$ cat src/rtl/mac_sequencer.sv
// Sequences one inference pass: streams weight/digit ROM words into the MAC, sums each neuron's
// partial products and hands one result per neuron to the output layer. Optional ARGMAX_EN adds class tracking.
module mac_sequencer #(
  parameter int unsigned N_NEURONS = 10,
  parameter int unsigned N_WORDS   = 4,
  parameter int unsigned MAC_LAT   = 2,
  parameter int unsigned ADDR_W    = 6,
  parameter int unsigned ACC_W     = 24
) (
  input  logic              clk,
  input  logic              rst,
  input  logic              start,
  input  logic [ADDR_W-1:0] digit_base,
  output logic [ADDR_W-1:0] w_addr,
  input  logic [127:0]      w_data,
  output logic [ADDR_W-1:0] d_addr,
  input  logic [127:0]      d_data,
  output logic [127:0]      mac_a,
  output logic [127:0]      mac_b,
  input  logic [19:0]       mac_p,
  output logic [ACC_W-1:0]  result,
  output logic [7:0]        result_idx,
  output logic              result_valid,
  input  logic              result_ready,
  output logic              busy,
  output logic              done
`ifdef ARGMAX_EN
  ,
  output logic [7:0]        class_idx,
  output logic              class_valid
`endif
);

  localparam int unsigned IDX_W  = 8;
  localparam int unsigned PIPE   = MAC_LAT + 2;
  localparam int unsigned WORD_W = (N_WORDS > 1) ? $clog2(N_WORDS) : 1;

  typedef enum logic [2:0] {IDLE, FEED, DRAIN, EMIT, FIN} state_t;

  state_t              state;
  logic [IDX_W-1:0]    neuron;
  logic [WORD_W-1:0]   word;
  logic [ADDR_W-1:0]   digit_base_q;
  logic [ACC_W-1:0]    acc;
  // Bit 0: ROM data valid this cycle; bit PIPE-1: mac_p valid this cycle.
  logic [PIPE-1:0]     tag_sr;

  always_ff @(posedge clk or negedge rst) begin
    if (!rst) begin
      state        <= IDLE;
      neuron       <= '0;
      word         <= '0;
      digit_base_q <= '0;
      acc          <= '0;
      tag_sr       <= '0;
      w_addr       <= '0;
      d_addr       <= '0;
      mac_a        <= '0;
      mac_b        <= '0;
      result       <= '0;
      result_idx   <= '0;
      result_valid <= 1'b0;
      busy         <= 1'b0;
      done         <= 1'b0;
    end else begin
      done   <= 1'b0;
      tag_sr <= {tag_sr[PIPE-2:0], state == FEED};
      if (tag_sr[0]) begin
        mac_a <= w_data;
        mac_b <= d_data;
      end
      if (tag_sr[PIPE-1]) acc <= acc + ACC_W'(mac_p);

      case (state)
        IDLE: begin
          if (start) begin
            digit_base_q <= digit_base;
            neuron       <= '0;
            word         <= '0;
            w_addr       <= '0;
            d_addr       <= digit_base;
            acc          <= '0;
            busy         <= 1'b1;
            state        <= FEED;
          end
        end
        FEED: begin
          if (word == WORD_W'(N_WORDS - 1)) begin
            state <= DRAIN;
          end else begin
            word   <= word + WORD_W'(1);
            w_addr <= w_addr + ADDR_W'(1);
            d_addr <= d_addr + ADDR_W'(1);
          end
        end
        DRAIN: begin
          // Last partial product arrives with nothing behind it: fold it straight into the result.
          if (tag_sr[PIPE-1] && (tag_sr[PIPE-2:0] == '0)) begin
            result       <= acc + ACC_W'(mac_p);
            result_idx   <= neuron;
            result_valid <= 1'b1;
            state        <= EMIT;
          end
        end
        EMIT: begin
          if (result_ready) begin
            result_valid <= 1'b0;
            if (neuron == IDX_W'(N_NEURONS - 1)) begin
              done  <= 1'b1;
              busy  <= 1'b0;
              state <= FIN;
            end else begin
              neuron <= neuron + IDX_W'(1);
              word   <= '0;
              w_addr <= ADDR_W'((32'(neuron) + 32'd1) * N_WORDS);
              d_addr <= digit_base_q;
              acc    <= '0;
              state  <= FEED;
            end
          end
        end
        FIN: state <= IDLE;
        default: state <= IDLE;
      endcase
    end
  end

`ifdef ARGMAX_EN
  logic [ACC_W-1:0] max_val;

  // Strict greater-than keeps the lowest index among equal maxima.
  always_ff @(posedge clk or negedge rst) begin
    if (!rst) begin
      max_val     <= '0;
      class_idx   <= '0;
      class_valid <= 1'b0;
    end else if (state == IDLE && start) begin
      max_val     <= '0;
      class_idx   <= '0;
      class_valid <= 1'b0;
    end else if (state == EMIT && result_valid && result_ready) begin
      if (result > max_val) begin
        max_val   <= result;
        class_idx <= result_idx;
      end
      if (result_idx == IDX_W'(N_NEURONS - 1)) class_valid <= 1'b1;
    end
  end
`endif

endmodule
$ cat config.mk
export PLATFORM = sky130hd
export DESIGN_NAME = mac_sequencer
export DESIGN_NICKNAME = d
export VERILOG_FILES = /design/src/rtl/mac_sequencer.sv
export SDC_FILE = /design/constraint.sdc
export NUM_CORES = 1
export LEC_CHECK = 0
export CAP_MARGIN = 20
export CELL_PAD_IN_SITES_DETAIL_PLACEMENT = 1
export CELL_PAD_IN_SITES_GLOBAL_PLACEMENT = 1
export CORE_AREA = 2 2 231 233
export DETAILED_ROUTE_END_ITERATION = 16
export DIE_AREA = 0 0 233 235
export GPL_ROUTABILITY_DRIVEN = 0
export PLACE_DENSITY = 0.69
export SETUP_SLACK_MARGIN = 0.4
export SLEW_MARGIN = 20
export SYNTH_ARGS = -nofsm -noshare
export SYNTH_HDL_FRONTEND = slang
export SYNTH_SLANG_ARGS = --single-unit
$ cat constraint.sdc
create_clock -name clk -period 2.8 [get_ports clk]
set_input_delay 0.28 -clock clk [delete_from_list [all_inputs] [get_ports clk]]
set_output_delay 0.28 -clock clk [all_outputs]
set_load 0.02 [all_outputs]
# Yosys cells after proc, flatten, opt, wreduce, memory -nomap -nowiden
# Cells that the tools add are included.
[totals] ff_bits=350 inputBits=286 out_inout_bits=303
[classes] n_addsub=6 n_eq_ne=12 mux=40 reduce_logical=13
[op_table] operator="$mux W24" count=4
[op_table] operator="$mux W6" count=8
[op_table] operator="$pmux W24 S2" count=1
[op_table] operator="$pmux W6 S3" count=2
[op_table] operator="$add A24 B20 Y24" count=1
[op_table] operator="$mux W8" count=3
[op_table] operator="$pmux W8 S2" count=1
[op_table] operator="$mux W3" count=5
[op_table] operator="$add A6 B1 Y6 const B" count=2
[op_table] operator="$ne A2 B2 Y1 const B" count=6
[op_table] operator="$pmux W3 S4" count=1
[op_table] operator="$reduce_and A4 Y1" count=3
[op_table] operator="$add A8 B1 Y8 const B" count=1
[op_table] operator="$eq A8 B4 Y1 const B" count=1
[op_table] operator="$mux W1" count=8
[op_table] operator="$mux W2" count=4
[op_table] operator="$eq A3 B2 Y1 const B" count=2
[op_table] operator="$logic_not A3 Y1" count=2
[op_table] operator="$pmux W2 S3" count=1
[op_table] operator="$reduce_and A5 Y1" count=1
[op_table] operator="$add A4 B1 Y4 const B" count=1
[op_table] operator="$pmux W1 S2" count=2
[op_table] operator="$reduce_and A2 Y1" count=2
[op_table] operator="$reduce_bool A2 Y1" count=2
[op_table] operator="other kinds (7)" count=7

# Depth between registers and ports, before layout
# Gate-level depths: netlist (run 1).
[depth] word_depth=5 mapped_depth=10 depth_no_buf=9

# Worst setup path after synthesis (run 1)
# OpenSTA, ideal clock, no wires.
[synth_timing] path_type="register -> register" start="register acc[0]" end="register result[22]" arrival_ps=2401 slack_ps=330 path_stages_with_launch=11 n_path_buf=1 path_cell_list="dfrtp_1 > ha_1 > fa_1 > a21o_2 > a221oi_2 > or4_4 > nand4_1 > and2_1 > buf_2 > o31a_1 > nand3_1"
[synth_via] elab_chain_cells=1
[synth_lines] item="from (decl)" line="44" source="logic [ACC_W-1:0] acc;"
[synth_lines] item="from (signal assigned)" line="72" source="if (tag_sr[PIPE-1]) acc <= acc + ACC_W'(mac_p);"
[synth_lines] item="$add A24 B20 Y24" line="99" source="result <= acc + ACC_W'(mac_p);"
[synth_lines] item="to (signal assigned)" line="99"
[synth_lines] item="to (decl)" line="21" source="output logic [ACC_W-1:0] result,"
# Every way passes these cells.
# A chain may end at the register's enable or synchronous reset.

# Worst setup path after layout (run 1)
[layout_timing] start="register acc[0]" end="register result[16]"
# Same word-level chain as after synthesis.

==> run summary, run 1 <==
The accumulated negative setup slack came out at 0 ns. The total congestion overflow is 0. The final routed wire length divided by cell count is 22.9 um. The proportion of layout cells with a drive suffix above 1 is 23.7%.

The leakage power figure is 9.66 nW. The initialized floorplan defines 84 standard-cell rows. The total CTS buffers is 43. The netlist uses 56 different library cells.

The synthesized area per cell is roughly 13 sq um. Along the worst path, the maximum fanout reaches 3. The initial core utilization came out at 28.2%. The largest net degree at the start of global routing is between 90 and 100. The number of buffers on the longest clock path came out at 3. The later pin in the worst-skew pair is clocked with a latency of 0.56 ns. Leaving out fill and tap cells, the most frequent cells in the layout are 587 x sky130_fd_sc_hd__clkdlybuf4s50_1, 349 x sky130_fd_sc_hd__dfrtp_1, 267 x sky130_fd_sc_hd__mux2_2. The worst setup path is of the reg -> reg kind. The endpoint required time on the critical path is 3.23 ns. The TritonCTS clock tree is yes. The total number of nets in the final design came out at 2061.

The most common library cell in the layout ignoring fill and taps is sky130_fd_sc_hd__clkdlybuf4s50_1. The wire length of the first global-routing pass came out at 84600 um. Fill cells in the final layout number 5496. The final-report hold violation count is 0. The warning count from the yosys run came out at 0. On the final layout, the worst hold slack is 0.259 ns.

The total power divided by cell area is roughly 1300 nW/um^2. The synthesized design spends more area on one cell type than any other, namely sky130_fd_sc_hd__dfrtp_1. The number of global-route vias before repair is 13000.

The utilization of the core after routing came out at between 40% and 50%. The initial antenna violation count is 10. The number of nets with antenna violations after detailed routing is 0. The highest achievable clock rate came out at ~0.4 GHz. The total wire length is around 57000 um.

The clock transition at the registers of the reported paths came out at 0.05 ns. The clock root buffer master is sky130_fd_sc_hd__clkbuf_16. Setup repair after global routing could not meet its margin everywhere. The peak ir drop on the vdd network came out at about 0.0007 V. After detailed routing, the number of remaining DRC violations is 0. Setup slack on the critical path of the routed design comes to around 0.37 ns.

The relative slew slack is 49.0%. The post-synthesis instance area is 14700 sq um. The share of flip-flops with an asynchronous set or reset is between 90% and 100%. The post-route clock skew is 0.0239 ns. The number of setup violations in the final report is 0. The global-route usage over all layers came out at around a fifth. The shortest period the worst path allows came out at 2.43 ns. met2 is the most crowded layer. The transition time at the pin with the least slew margin is 0.764 ns. STA classifies the critical path startpoint as a flop. The number of levels the H-tree was split into came out at 2. The total non-filler cell area in the finished layout is 23300 sq um. The detailed router's first-iteration violation count is roughly 430. For this run, global-route usage on met2 was measured as about 38%. The top-level port count is 589. The worst setup path is captured at a flop. The share of synthesized area in the top cell type comes to just under 60%. The post-route non-filler standard cell count came out at 2472.

The core region area is 52200 sq um. The min-delay analysis places its worst path in the category in -> async. The overall power consumption is 29.4 mW. Global routing used 7.96% of the available met3 tracks. The area growth from synthesis to final layout came out at 58.4%. The met1 track utilization from global routing came out at 21.9%.

The pre-antenna-repair detailed-routing pass consisted of 4 iterations. The register cell area after layout is 8760 sq um. The number of vias after detailed routing came out at 11500. The worst setup slack after placement came out at -0.0760 ns.

The total area of multi-input combinational cells is just under 6000 sq um. The ratio of routed vias to standard cells is 4.65. The number of register bits inferred by synthesis is 350.

The max capacitance violation total is 0. The share of the yosys chip area belonging to registers came out at 59.5%. Input and output buffers added on the ports amount to 588. The post-place instance area came out at 21600 sq um. The number of synthesized flops with an enable pin came out at 0. The most instantiated flip-flop cell in the synthesis netlist is sky130_fd_sc_hd__dfrtp_1. The number of instances in the placed design is 2384. The die is approximately 230 um wide. Measured along the y axis, the die boundary spans about 240 um. After synthesis, the cell types taking the most area are sky130_fd_sc_hd__dfrtp_1 60%, sky130_fd_sc_hd__mux2_2 20%, sky130_fd_sc_hd__nand2_1 2.8%. The count of pins over their slew limit is 0. The total clock sinks came out at between 300 and 400. The signal arrival time at the worst endpoint is about 2.9 ns. The fraction of the cycle the final worst path needs is 86.8%. The count of mapped cells out of synthesis came out at 1126. The die footprint came out at 54800 sq um. The run finished with clean final reports. The placed wire-length estimate after detailed placement came out at around 44000 um. The net count of the mapped netlist is 1438.
final timing paths:
check                      startpoint  cells after the start    endpoint  slack [ns]
setup / recovery               acc[0]                     10  result[16]        0.37
max in group asynchronous         rst                      3   result[1]        1.70
hold reg to reg             tag_sr[1]                      0   tag_sr[2]        0.36
setup reg to reg               acc[0]                     10  result[16]        0.37
min in group clk           d_data[23]                      2   mac_b[23]        0.33
hold / removal                    rst                      2     acc[16]        0.26
cell usage after synthesis (9+ instances only):
| master | count |
|---|---|
| sky130_fd_sc_hd__dfrtp_1 | 350 |
| sky130_fd_sc_hd__a21oi_1 | 28 |
| sky130_fd_sc_hd__inv_1 | 10 |
| sky130_fd_sc_hd__xnor2_1 | 19 |
| sky130_fd_sc_hd__clkbuf_1 | 47 |
| sky130_fd_sc_hd__ha_1 | 25 |
| sky130_fd_sc_hd__mux2_2 | 267 |
| sky130_fd_sc_hd__nor3_1 | 10 |
| sky130_fd_sc_hd__mux2i_1 | 15 |
| sky130_fd_sc_hd__nand3b_1 | 12 |
| sky130_fd_sc_hd__xor2_1 | 9 |
| sky130_fd_sc_hd__nand2_1 | 108 |
| sky130_fd_sc_hd__nor2_1 | 53 |
| sky130_fd_sc_hd__nand3_1 | 22 |
| sky130_fd_sc_hd__o21ai_0 | 40 |
critical path, cell delays in order (launching register included):
cell	delay [ns]
sky130_fd_sc_hd__dfrtp_1	0.40
sky130_fd_sc_hd__ha_4	0.18
sky130_fd_sc_hd__fa_2	0.35
sky130_fd_sc_hd__a21o_4	0.23
sky130_fd_sc_hd__a221oi_4	0.30
sky130_fd_sc_hd__or4_4	0.22
sky130_fd_sc_hd__a31oi_4	0.10
sky130_fd_sc_hd__a21boi_2	0.18
sky130_fd_sc_hd__buf_4	0.14
sky130_fd_sc_hd__xor2_2	0.13
sky130_fd_sc_hd__o21ai_1	0.08
timing repair:
action	in CTS	in global routing
pin swaps	7	11
endpoints found under the hold margin	54	0
setup endpoints to repair	14	28
setup buffers	1	6
hold buffers	1	0
gates resized for setup	11	20
state kept, by name (all words and copies together) (netlist names):
| name | flops |
|---|---|
| acc | 24 |
| busy | 1 |
| d_addr | 6 |
| digit_base_q | 6 |
| done | 1 |
| mac_a | 128 |
| mac_b | 128 |
| neuron | 8 |
| result | 24 |
| result_idx | 8 |
| result_valid | 1 |
| state | 3 |
| tag_sr | 4 |
| w_addr | 6 |
| word | 2 |
kinds of logic (layout without fill, tap and decap cells):
kind of cell	Yosys count	count (layout)	share of synthesized area [%]
AND/OR/NAND/NOR	252	252	7.91
adder cells (fa/ha/maj)	26	26	2.26
AO/OA/AOI/OAI	118	118	5.28
flip-flops	350	350	59.5
buffers and inverters	69	722	1.84
multiplexers	283	283	21.5
XOR/XNOR	28	28	1.67
other	0	5	0
metal layers:
layer  vias up  part of all wire (%)
met5         -                 0.092
met4         8                   2.1
li1       5198                     -
met1      5853                    36
met2       371                    53
met3        71                   8.9
power by group:
group / total, mW / switching (mW) / internal, mW
sequential: 8.84 / 1.42 / 7.42
clock: 5.60 / 2.21 / 3.39
combinational: 15.0 / 7.64 / 7.34
area by class of cell:
type | count | share of cell area [%]
Sequential cell | 350 | 37.6
Clock buffer | 61 | 5.39
Timing Repair Buffer | 637 | 27.2
Clock inverter | 14 | 0.714
Antenna cell | 5 | 0.0537
Inverter | 10 | 0.161
Tap cell | 688 | 3.69
Multi-Input combinational cell | 707 | 25.2
(Power assumes the default switching activity.)
==> run 2: changes to the inputs <==
Settings changed: SLEW_MARGIN 20 to not set.
==> results of run 2 <==
No change in the layout: final DEF, timing and power equal those of run 1.
==> run 3: changes to the inputs <==
Settings changed: SKIP_LAST_GASP set to 1.
==> results of run 3 <==
No change in the layout: final DEF, timing and power equal those of run 1.
